**src/rtl/display_link_pkg.sv**
```systemverilog
// Shared constants for the display serial link: symbol width codes,
// control-word bit positions and the return-line deframer state type.
package display_link_pkg;

  typedef logic [3:0] width_t;

  // Link-clock high time, in samples, for each symbol kind
  localparam width_t W_PIX0    = 4'd5;
  localparam width_t W_PIXSOF0 = 4'd6;
  localparam width_t W_PIX1    = 4'd8;
  localparam width_t W_PIXSOF1 = 4'd9;
  localparam width_t W_IDLE0   = 4'd10;
  localparam width_t W_IDLE1   = 4'd7;
  localparam width_t W_FRAME   = 4'd12;

  localparam int SAMPLES_PER_SYMBOL = 16;
  localparam int CTRL_BITS          = 16;

  // Control word layout
  localparam int CW_SDA      = 15;
  localparam int CW_SCL      = 14;
  localparam int CW_WE       = 12;
  localparam int CW_ADDR_LSB = 8;
  localparam int CW_DATA_LSB = 0;

  typedef enum logic {
    RX_HUNT = 1'b0,
    RX_CAP  = 1'b1
  } rx_state_e;

  // Width code for a non-FRAME symbol
  function automatic width_t sym_width(input logic has_pix, input logic sof,
                                       input logic cbit);
    width_t w;
    if (!has_pix)  w = cbit ? W_IDLE1 : W_IDLE0;
    else if (sof)  w = cbit ? W_PIXSOF1 : W_PIXSOF0;
    else           w = cbit ? W_PIX1 : W_PIX0;
    return w;
  endfunction

  // Link-clock samples of nibble nib: sample index {nib,b} is high while below w
  function automatic logic [3:0] clk_nibble(input width_t w, input logic [1:0] nib);
    logic [3:0] r;
    for (int b = 0; b < 4; b++) begin
      r[b] = ({nib, 2'(b)} < w);
    end
    return r;
  endfunction

endpackage

```
**src/rtl/display_host_rx.sv**
```systemverilog
// Return-line deframer: hunts for a start bit, captures a 6-bit status
// packet, and reassembles 2-bit readback chunks into 16-bit words.
//
// state   | meaning
// --------+-------------------------------------------------------------
// RX_HUNT | idle, waiting for sdo=1 start bit
// RX_CAP  | capturing b0..b5; cnt counts captured bits, b5 taken live
module display_host_rx
  import display_link_pkg::*;
(
  input  logic        c,
  input  logic        reset_n,
  input  logic        sdo,
  output logic        sda_d,
  output logic        scl_d,
  output logic        fifostat,
  output logic        status_valid,
  output logic [15:0] rdata,
  output logic        rdata_valid
);

  rx_state_e   state_q, state_d;
  logic [2:0]  cnt_q, cnt_d;
  logic [4:0]  sh_q, sh_d;
  logic        pkt_done;

  logic        sda_q, sda_nx;
  logic        scl_q, scl_nx;
  logic        fifo_q, fifo_nx;
  logic        stat_v_q, stat_v_d;

  logic [15:0] asm_q, asm_d;
  logic [2:0]  idx_q, idx_d;
  logic        act_q, act_d;
  logic [15:0] rdata_q, rdata_d;
  logic        rvalid_q, rvalid_d;
  logic [15:0] merged;
  logic [1:0]  chunk;
  logic        first;

  // Deframer state register
  always_ff @(posedge c or negedge reset_n) begin
    if (!reset_n) begin
      state_q <= RX_HUNT;
      cnt_q   <= '0;
      sh_q    <= '0;
    end else begin
      state_q <= state_d;
      cnt_q   <= cnt_d;
      sh_q    <= sh_d;
    end
  end

  // Deframer next state: b0..b4 shift in from the top, b5 is used directly
  always_comb begin
    state_d = state_q;
    cnt_d   = cnt_q;
    sh_d    = sh_q;
    unique case (state_q)
      RX_HUNT: begin
        if (sdo) begin
          state_d = RX_CAP;
          cnt_d   = 3'd0;
        end
      end
      RX_CAP: begin
        if (cnt_q == 3'd5) begin
          state_d = RX_HUNT;
        end else begin
          sh_d  = {sdo, sh_q[4:1]};
          cnt_d = cnt_q + 3'd1;
        end
      end
      default: state_d = RX_HUNT;
    endcase
  end

  // Deframer outputs: packet completes on the cycle carrying b5
  always_comb begin
    pkt_done = (state_q == RX_CAP) && (cnt_q == 3'd5);
  end

  // Status update and readback-word assembly on each completed packet
  always_comb begin
    chunk    = sh_q[4:3];
    first    = sdo;
    sda_nx   = sda_q;
    scl_nx   = scl_q;
    fifo_nx  = fifo_q;
    stat_v_d = 1'b0;
    asm_d    = asm_q;
    idx_d    = idx_q;
    act_d    = act_q;
    rdata_d  = rdata_q;
    rvalid_d = 1'b0;
    merged   = asm_q;
    merged[{idx_q, 1'b0} +: 2] = chunk;
    if (pkt_done) begin
      scl_nx   = sh_q[0];
      sda_nx   = sh_q[1];
      fifo_nx  = sh_q[2];
      stat_v_d = 1'b1;
      if (first) begin
        // a new first chunk silently abandons any partial word
        asm_d = {14'd0, chunk};
        idx_d = 3'd1;
        act_d = 1'b1;
      end else if (act_q) begin
        if (idx_q == 3'd7) begin
          rdata_d  = merged;
          rvalid_d = 1'b1;
          act_d    = 1'b0;
          idx_d    = 3'd0;
        end else begin
          asm_d = merged;
          idx_d = idx_q + 3'd1;
        end
      end
    end
  end

  // Status and readback registers
  always_ff @(posedge c or negedge reset_n) begin
    if (!reset_n) begin
      sda_q    <= 1'b0;
      scl_q    <= 1'b0;
      fifo_q   <= 1'b0;
      stat_v_q <= 1'b0;
      asm_q    <= '0;
      idx_q    <= '0;
      act_q    <= 1'b0;
      rdata_q  <= '0;
      rvalid_q <= 1'b0;
    end else begin
      sda_q    <= sda_nx;
      scl_q    <= scl_nx;
      fifo_q   <= fifo_nx;
      stat_v_q <= stat_v_d;
      asm_q    <= asm_d;
      idx_q    <= idx_d;
      act_q    <= act_d;
      rdata_q  <= rdata_d;
      rvalid_q <= rvalid_d;
    end
  end

  assign sda_d        = sda_q;
  assign scl_d        = scl_q;
  assign fifostat     = fifo_q;
  assign status_valid = stat_v_q;
  assign rdata        = rdata_q;
  assign rdata_valid  = rvalid_q;

endmodule

```
**src/rtl/display_host.sv**
```systemverilog
// Host end of the display link. Each 4-cycle symbol is decided in the last
// cycle of the previous symbol, then emitted as four registered nibbles of
// link-clock and data samples. The return line is handled by display_host_rx.
module display_host
  import display_link_pkg::*;
#(
  parameter int CTRL_INTERVAL = 64  // symbols per frame interval, 20..1023
) (
  input  logic        c,
  input  logic        reset_n,
  output logic [3:0]  clock_q,
  output logic [3:0]  sdi_q,
  input  logic        sdo,
  input  logic        pix_valid,
  input  logic        pix_sof,
  input  logic [15:0] pix_data,
  output logic        pix_ready,
  input  logic        sda_t,
  input  logic        scl_t,
  input  logic        wr_valid,
  input  logic [3:0]  wr_addr,
  input  logic [7:0]  wr_data,
  output logic        wr_ready,
  output logic        sda_d,
  output logic        scl_d,
  output logic        fifostat,
  output logic        status_valid,
  output logic [15:0] rdata,
  output logic        rdata_valid
);

  localparam logic [9:0] LAST_SYM = 10'(CTRL_INTERVAL - 1);

  logic        run_q;
  logic [1:0]  phase_q, phase_d;
  logic [9:0]  nxt_q, nxt_d;
  width_t      w_q, w_d;
  logic [15:0] pix_q, pix_d;
  logic [15:0] ctrl_q, ctrl_d;
  logic [3:0]  clk_nib_d, sdi_nib_d;
  logic        boundary;
  logic        wr_take;
  logic        cbit;
  logic [3:0]  cidx;

  // Symbol sequencer: picks the next symbol on the last cycle of the current one.
  // run_q is low only in the first cycle after reset release, so the very first
  // FRAME never accepts a write (there is no preceding symbol to carry it).
  always_comb begin
    boundary  = (phase_q == 2'd3);
    wr_take   = run_q && wr_valid;
    phase_d   = phase_q + 2'd1;
    nxt_d     = nxt_q;
    w_d       = w_q;
    pix_d     = pix_q;
    ctrl_d    = ctrl_q;
    pix_ready = 1'b0;
    wr_ready  = 1'b0;
    cidx      = nxt_q[3:0] - 4'd1;
    cbit      = 1'b0;
    if (boundary) begin
      nxt_d = (nxt_q == LAST_SYM) ? 10'd0 : nxt_q + 10'd1;
      if (nxt_q == 10'd0) begin
        w_d            = W_FRAME;
        pix_d          = '0;
        ctrl_d         = '0;
        ctrl_d[CW_SDA] = sda_t;
        ctrl_d[CW_SCL] = scl_t;
        if (wr_take) begin
          ctrl_d[CW_WE]                = 1'b1;
          ctrl_d[CW_ADDR_LSB +: 4]     = wr_addr;
          ctrl_d[CW_DATA_LSB +: 8]     = wr_data;
          wr_ready                     = 1'b1;
        end
      end else begin
        if (nxt_q <= 10'(CTRL_BITS)) begin
          cbit = ctrl_q[cidx];
        end
        if (pix_valid) begin
          pix_ready = 1'b1;
          w_d       = sym_width(1'b1, pix_sof, cbit);
          pix_d     = pix_data;
        end else begin
          w_d   = sym_width(1'b0, 1'b0, cbit);
          pix_d = '0;
        end
      end
    end
    clk_nib_d = clk_nibble(w_d, phase_d);
    sdi_nib_d = pix_d[{phase_d, 2'b00} +: 4];
  end

  // Sequencer and output-nibble registers; phase starts at 3 so the first
  // cycle after release decides symbol 0 (FRAME)
  always_ff @(posedge c or negedge reset_n) begin
    if (!reset_n) begin
      run_q   <= 1'b0;
      phase_q <= 2'd3;
      nxt_q   <= '0;
      w_q     <= W_IDLE0;
      pix_q   <= '0;
      ctrl_q  <= '0;
      clock_q <= '0;
      sdi_q   <= '0;
    end else begin
      run_q   <= 1'b1;
      phase_q <= phase_d;
      nxt_q   <= nxt_d;
      w_q     <= w_d;
      pix_q   <= pix_d;
      ctrl_q  <= ctrl_d;
      clock_q <= clk_nib_d;
      sdi_q   <= sdi_nib_d;
    end
  end

  display_host_rx u_rx (
    .c            (c),
    .reset_n      (reset_n),
    .sdo          (sdo),
    .sda_d        (sda_d),
    .scl_d        (scl_d),
    .fifostat     (fifostat),
    .status_valid (status_valid),
    .rdata        (rdata),
    .rdata_valid  (rdata_valid)
  );

endmodule

```
**config.mk**
```make
export PLATFORM = sky130hd
export DESIGN_NAME = display_host
export DESIGN_NICKNAME = d
export VERILOG_FILES = /design/src/rtl/display_link_pkg.sv /design/src/rtl/display_host_rx.sv /design/src/rtl/display_host.sv
export SDC_FILE = /design/constraint.sdc
export NUM_CORES = 1
export LEC_CHECK = 0
export BUFFER_PORTS_ARGS = -buffer_cell sky130_fd_sc_hd__buf_4
export CAP_MARGIN = 20
export CORE_AREA = 2 2 100 92
export CTS_BUF_LIST = sky130_fd_sc_hd__clkbuf_8 sky130_fd_sc_hd__clkbuf_16
export DETAILED_ROUTE_END_ITERATION = 16
export DIE_AREA = 0 0 102 94
export GPL_TIMING_DRIVEN = 0
export PLACE_DENSITY_LB_ADDON = 0.1
export REMOVE_ABC_BUFFERS = 1
export SLEW_MARGIN = 20
export SYNTH_ARGS = -nofsm -noshare
export SYNTH_HDL_FRONTEND = slang
export SYNTH_SLANG_ARGS = --single-unit
```
**constraint.sdc**
```tcl
create_clock -name c -period 5.1 [get_ports c]
set_clock_uncertainty 0.05 [all_clocks]
set_input_delay 0 -clock c [delete_from_list [all_inputs] [get_ports c]]
set_output_delay 0 -clock c [all_outputs]
set_load 0.1 [all_outputs]
```
# Word-level counts from Yosys, hierarchy flattened
# Index checks and enable logic that the tools add are counted.
[totals]
input_bits = 36
rom_bits = 0
ram_bits = 0
mem_count = 0
register_bits = 106
latch_bits = 0
[classes]
multipliers = 0
mux = 44
shift = 3
n_div = 0
n_eq_ne = 7
add_sub_neg = 6
order_cmp = 6
reduce_logical = 10
bitwise = 3
[op_table]
columns = ["op", "n"]
rows = [
  ["two-way mux 16 bit", 6],
  ["two-way mux 4 bit", 7],
  ["two-way mux 1 bit", 20],
  ["bitwise mux 16 bit", 1],
  ["< comparator 4 bit", 4],
  ["variable shift 2 x 6 -> 16 bit, first input constant", 1],
  ["variable part select 16 x 5 -> 4 bit", 1],
  ["variable part select 2 x 6 -> 16 bit", 1],
  ["two-way mux 3 bit", 5],
  ["two-way mux 13 bit", 1],
  ["adder 10 x 1 -> 10 bit, second input constant", 1],
  ["== test 10 x 6 -> 1 bit, second input constant", 1],
  ["less-or-equal comparator 10 x 5 -> 1 bit, second input constant", 1],
  ["logical NOT 10 bit", 1],
  ["two-way mux 10 bit", 1],
  ["AND reduction 2 bit", 4],
  ["adder 3 x 1 -> 3 bit, second input constant", 2],
  ["== test 3 bit, second input constant", 2],
  ["inequality test 2 bit, second input constant", 3],
  ["negator 4 -> 6 bit", 1],
  ["case mux 3 bit (2 select lines)", 1],
  ["< comparator 4 x 5 -> 1 bit, second input constant", 1],
  ["binary-select mux 1 bit (select 4 bit)", 1],
  ["AND reduction 4 bit", 1],
  ["8 further kinds", 11],
]

# Longest topological paths before layout
[logic_depth]
depth_word = 12
depth_mapped = 15

# Hierarchy
# From an unflattened synthesis, not the netlist that was laid out.
[hier_totals]
hier_cells = 470
hier_area_um2 = 5162.5
[by_module_without_submodules]
columns = ["mod", "cells_each", "area_each_um2", "instances"]
rows = [
  ["display_host", 224, 2586.2, 1],
  ["display_host_rx", 246, 2576.2, 1],
]

# Worst setup path after synthesis
# OpenSTA, ideal clock, no wires.
[synth_timing]
path_type = "flip-flop to flip-flop"
start = "register nxt_q[0]"
end = "register clock_q[0]"
setup_ns = 0.128
arrival_ns = 3.313
setup_slack_ns = 1.610
path_stages_with_launch = 14
cell_sequence = "dfrtp_1 clkbuf_1 inv_1 ha_1 or3b_2 a211o_2 or4_1 nand3_1 o221ai_1 ha_1 nand2_1 o31a_1 o31ai_1 a21oi_1"
[synth_via]
elab_chain_cells = 12
elab_cells_between_ends = 16
[synth_lines]
columns = ["element", "line", "rtl"]
rows = [
  ["from (decl)", "display_host.sv:36", "logic [9:0] nxt_q, nxt_d;"],
  ["from (signal assigned)", "display_host.sv:108", "nxt_q <= nxt_d;"],
  ["subtractor 4 x 1 -> 4 bit", "display_host.sv:59", "cidx = nxt_q[3:0] - 4'd1;"],
  ["binary-select mux 1 bit (select 4 bit)", "display_host.sv:77", "cbit = ctrl_q[cidx];"],
  ["two-way mux 1 bit (not written as such)", "display_host.sv:77", ""],
  ["two-way mux 1 bit", "display_host.sv:76", "if (nxt_q <= 10'(CTRL_BITS)) begin"],
  ["two-way mux 1 bit", "display_host.sv:63", "if (nxt_q == 10'd0) begin"],
  ["two-way mux 1 bit", "display_host.sv:61", "if (boundary) begin"],
  ["two-way mux 4 bit, on equally long branches", "display_link_pkg.sv:37, display_link_pkg.sv:36", ""],
  ["two-way mux 4 bit", "display_link_pkg.sv:36", "else if (sof) w = cbit ? W_PIXSOF1 : W_PIXSOF0;"],
  ["two-way mux 4 bit", "display_host.sv:79", "if (pix_valid) begin"],
  ["two-way mux 4 bit *", "display_host.sv:63", ""],
  ["two-way mux 4 bit *", "display_host.sv:61", ""],
  ["< comparator 4 bit *", "display_link_pkg.sv:45", "r[b] = ({nib, 2'(b)} < w);"],
  ["named net clk_nib_d[0]", "display_host.sv:40", "logic [3:0] clk_nib_d, sdi_nib_d;"],
  ["to (signal assigned)", "display_host.sv:112", "clock_q <= clk_nib_d;"],
  ["to (decl)", "display_host.sv:11", "output logic [3:0] clock_q,"],
]
# Mark *: on every way through the listed nets, which the timed path passes. The rest lies on a longest branch. The select of a mux whose other input is x is not followed.
# A chain may end at the register's enable or synchronous reset.

# Worst setup path in the final report
# Same ends and word-level chain as after synthesis.

==> flow_summary_export.csv <==
group,metric,value,unit
global_routing,grtUsageTotal,21.9,%
flow_run,drv_cap,0,
drt,routed_wl,9720,um
placed_design,dpl.hpwl,6280,um
drt,ant_nets,0,
sta,finalCritPeriodShare,77.1,%
drt,vias_per_cell,5.47,
global_routing,grt_pass1_vias,3443,
drt,vias,3460,
sta,fmax,0.254,GHz
pwr,switchingPower,864,uW
cells_and_area,final_cell_mix,"dfrtp_1 (102), buf_4 (67), nand2_1 (45)",
global_routing,grt_overflow,0,
run_status,outcome,"finished, final reports clean",
sta,finalSetupTns,0,ps
die,core,0.00849,mm^2
cells_and_area,ff_latch_area,0.00266,mm^2
clock_network,htreeDepth,3,
logic_synthesis,synth_cells,414,
worst_setup_path,crit_path_start_kind,"register",
worst_setup_path,worstPathMaxFanout,9,
placed_design,io_buffers,66,
pwr,p_leak,0.00271,uW
cells_and_area,final_layout_size_suffix_gt1_share,25.0,%
cells_and_area,multiInputGateArea,0.00198,mm^2
clock_network,postCtsSetupBuffers,0,
placed_design,routabilityCongestion,0.782,
placed_design,pre_cts_ws,1280,ps
die,pin_count,67,
sta,setup_violations,0,
logic_synthesis,synth_warnings,0,
logic_synthesis,ys_seq_elements,106,
pwr,p_int,1440,uW
clock_network,cts_root_buffer,"clkbuf_8",
global_routing,grt_max_degree,107,
die,die_w,102,um
clock_network,cts_buffers,9,
sta,rsz0062_at_grt,"false",
sta,maxSlewHeadroom,36.7,%
die,fp.dieArea,0.00959,mm^2
cells_and_area,final_common_cell,"dfrtp_1",
pwr,pwr-share-comb,30.5,%
sta,finalCriticalPeriod,3930,ps
worst_setup_path,crit_slowest_cell,"dfrtp_1",
clock_network,clkTransAtPathRegs,100,ps
global_routing,antenna_found_initial,0,
clock_network,clk_latency,360,ps
die,die_y,94,um
cells_and_area,area_delta_synth_final,23.6,%
worst_setup_path,cp-end-kind,"register",
pwr,sw_frac_of_total,37.6,%
logic_synthesis,synth-async-reset-ratio,100,%
logic_synthesis,yosysSeqAreaShare,55.6,%
clock_network,hold_buffers,34,
sta,finalHoldViolCount,0,
pwr,sequentialPowerShare,46.3,%
worst_setup_path,crit_top_cell,"ha_1",
pwr,power_density,389,mW/mm^2
logic_synthesis,synth_ff_type,"dfrtp_1",
logic_synthesis,avgSynthCellArea,11.5,um^2
pwr,pwr-share-clk,23.2,%
logic_synthesis,synth.distinct_cells,55,
cells_and_area,nFillCells,653,
worst_setup_path,cp_top_family,"compound AO/OA/AOI/OAI gates",
die,initial_core_util,56.3,%
sta,drv_slew,0,
drt,post-route-drc-count,0,
clock_network,cts_resized,0,
global_routing,grt_pass1_wl,16400,um
worst_setup_path,setup.worst_path.class,"register to register",
drt,drt_iter0_drc,159,
worst_setup_path,critical_path.max_stage_delay,570,ps
logic_synthesis,synth_edf_count,0,
die,core.rowCount,32,
sta,tightest_slew,950,ps
worst_hold_path,min_path_type,"primary input to register",
drt,wl_per_cell,15.4,um
worst_setup_path,crit_chain,"inv_1 > ha_1 > mux2_2 > a221oi_1 > nor4_2 > nor2_1 > o221ai_1 > ha_1 > nand2_1 > o31a_1 > o31ai_1 > a21oi_1",
worst_setup_path,required,5300,ps
drt,firstDrtPassIters,4,
cells_and_area,fin_nets,557,
pwr,ir_drop,246,uV
cells_and_area,fin_util,69.6,%
cells_and_area,num_antenna_cells,0,
clock_network,cts_buffer_depth,2,
clock_network,cts_sinks,106,
worst_setup_path,arrival,4140,ps
worst_setup_path,cp.buffers_inverters,1,
pwr,power,2300,uW
sta,setup_ws,1170,ps
logic_synthesis,synth_area,0.00478,mm^2
clock_network,cts_tree,"built",
## kinds of logic after synthesis
| logic type | count (synthesis) | share of synthesized area (%) |
|---|---|---|
| compound gates | 98 | 15.5 |
| xor+xnor | 9 | 1.65 |
| fa+ha+maj | 13 | 3.40 |
| buf+inv | 33 | 2.98 |
| flops | 106 | 55.6 |
| mux | 31 | 8.48 |
| other cells | 1 | 0.0785 |
| simple gates | 123 | 12.3 |
## through the flow
step | hold slack (ps) | instance area (um^2) | cells
2_1_floorplan | -346 | 4690 | 395
3_3_place_gp | 167 | 5330 | 580
3_5_place_dp | 139 | 5360 | 582
4_1_cts | 126 | 5910 | 632
5_1_grt | 176 | 5910 | 632
6_report | 156 | 5910 | 632
## tightest hold or removal path, delay by kind of cell
kind	cells	cell delay, ps
AOI/OAI and AO/OA	1	210
buffers and inverters	1	110
and+or+nand+nor	2	220
## per-layer routing
layer  share of wire, %  GRT usage [%]
met5                  0              0
met4                1.0           5.78
met3                4.3           5.65
met2                 47           34.3
met1                 47           30.8
## power by group through the flow
stage / Combinational [uW] / Clock (uW) / Sequential, uW
2_1_floorplan: 343 / 0 / 1220
3_3_place_gp: 658 / 0 / 1070
3_5_place_dp: 680 / 0 / 1080
4_1_cts: 705 / 554 / 1060
5_1_grt: 770 / 586 / 1080
6_report: 702 / 534 / 1060
## final timing paths
check,start,endpoint,slack (ps),depth (start not counted)
max in group asynchronous,reset_n,u_rx.asm_q[11]$_DFFE_PN0P_,4100,2
hold reg to reg,ctrl_q[12]$_DFFE_PN0P_,ctrl_q[12]$_DFFE_PN0P_,430,1
min in group asynchronous,reset_n,u_rx.rdata[9]$_DFFE_PN0P_,230,2
setup reg to reg,nxt_q[0]$_DFFE_PN0N_,clock_q[0]$_DFF_PN0_,1170,12
setup / recovery,nxt_q[0]$_DFFE_PN0N_,clock_q[0]$_DFF_PN0_,1170,12
hold / removal,wr_valid,ctrl_q[12]$_DFFE_PN0P_,160,4
## registers in the layout, summed over array words and instances (netlist names)
register           count
u_rx.cnt_q             3
u_rx.sda_d             1
nxt_q                 10
u_rx.scl_d             1
ctrl_q                15
u_rx.state_q           1
clock_q                4
u_rx.fifostat          1
sdi_q                  4
u_rx.asm_q            16
u_rx.sh_q              5
run_q                  1
pix_q                 16
u_rx.rdata            16
u_rx.rdata_valid       1
u_rx.status_valid      1
phase_q                2
u_rx.act_q             1
w_q                    4
u_rx.idx_q             3
## Yosys cell counts (3+ instances only)
cell type / number / area [um^2]
dfstp_2: 4 / 105
a32o_1: 7 / 70.1
a22o_1: 13 / 114
nand3_1: 6 / 30.0
or2_2: 3 / 18.8
dfrtp_1: 102 / 2550
nor2b_1: 5 / 31.3
nand2_1: 45 / 169
nor3_1: 7 / 35.0
and3_1: 3 / 18.8
buf_2: 3 / 15.0
xor2_1: 3 / 26.3
o21ai_0: 17 / 85.1
mux4_2: 7 / 158
a22o_2: 16 / 160
ha_1: 13 / 163
nand2b_1: 3 / 18.8
inv_1: 12 / 45.0
xnor2_1: 6 / 52.6
nor2_1: 34 / 128
a21oi_1: 24 / 120
mux2i_1: 18 / 180
clkbuf_1: 14 / 52.6
mux2_2: 6 / 67.6
nand4_1: 4 / 25.0
o21bai_1: 4 / 30.0
## layout make-up
cell class                 instances  area share [%]
inverter                          14           0.890
multi-input combinational        275            33.6
clock inverter                     7            1.44
sequential                       106            45.0
tap                              119            2.52
timing repair buffer             102            14.5
clock buffer                       9            2.10
No activity file was read; power rests on OpenSTA's default activity.
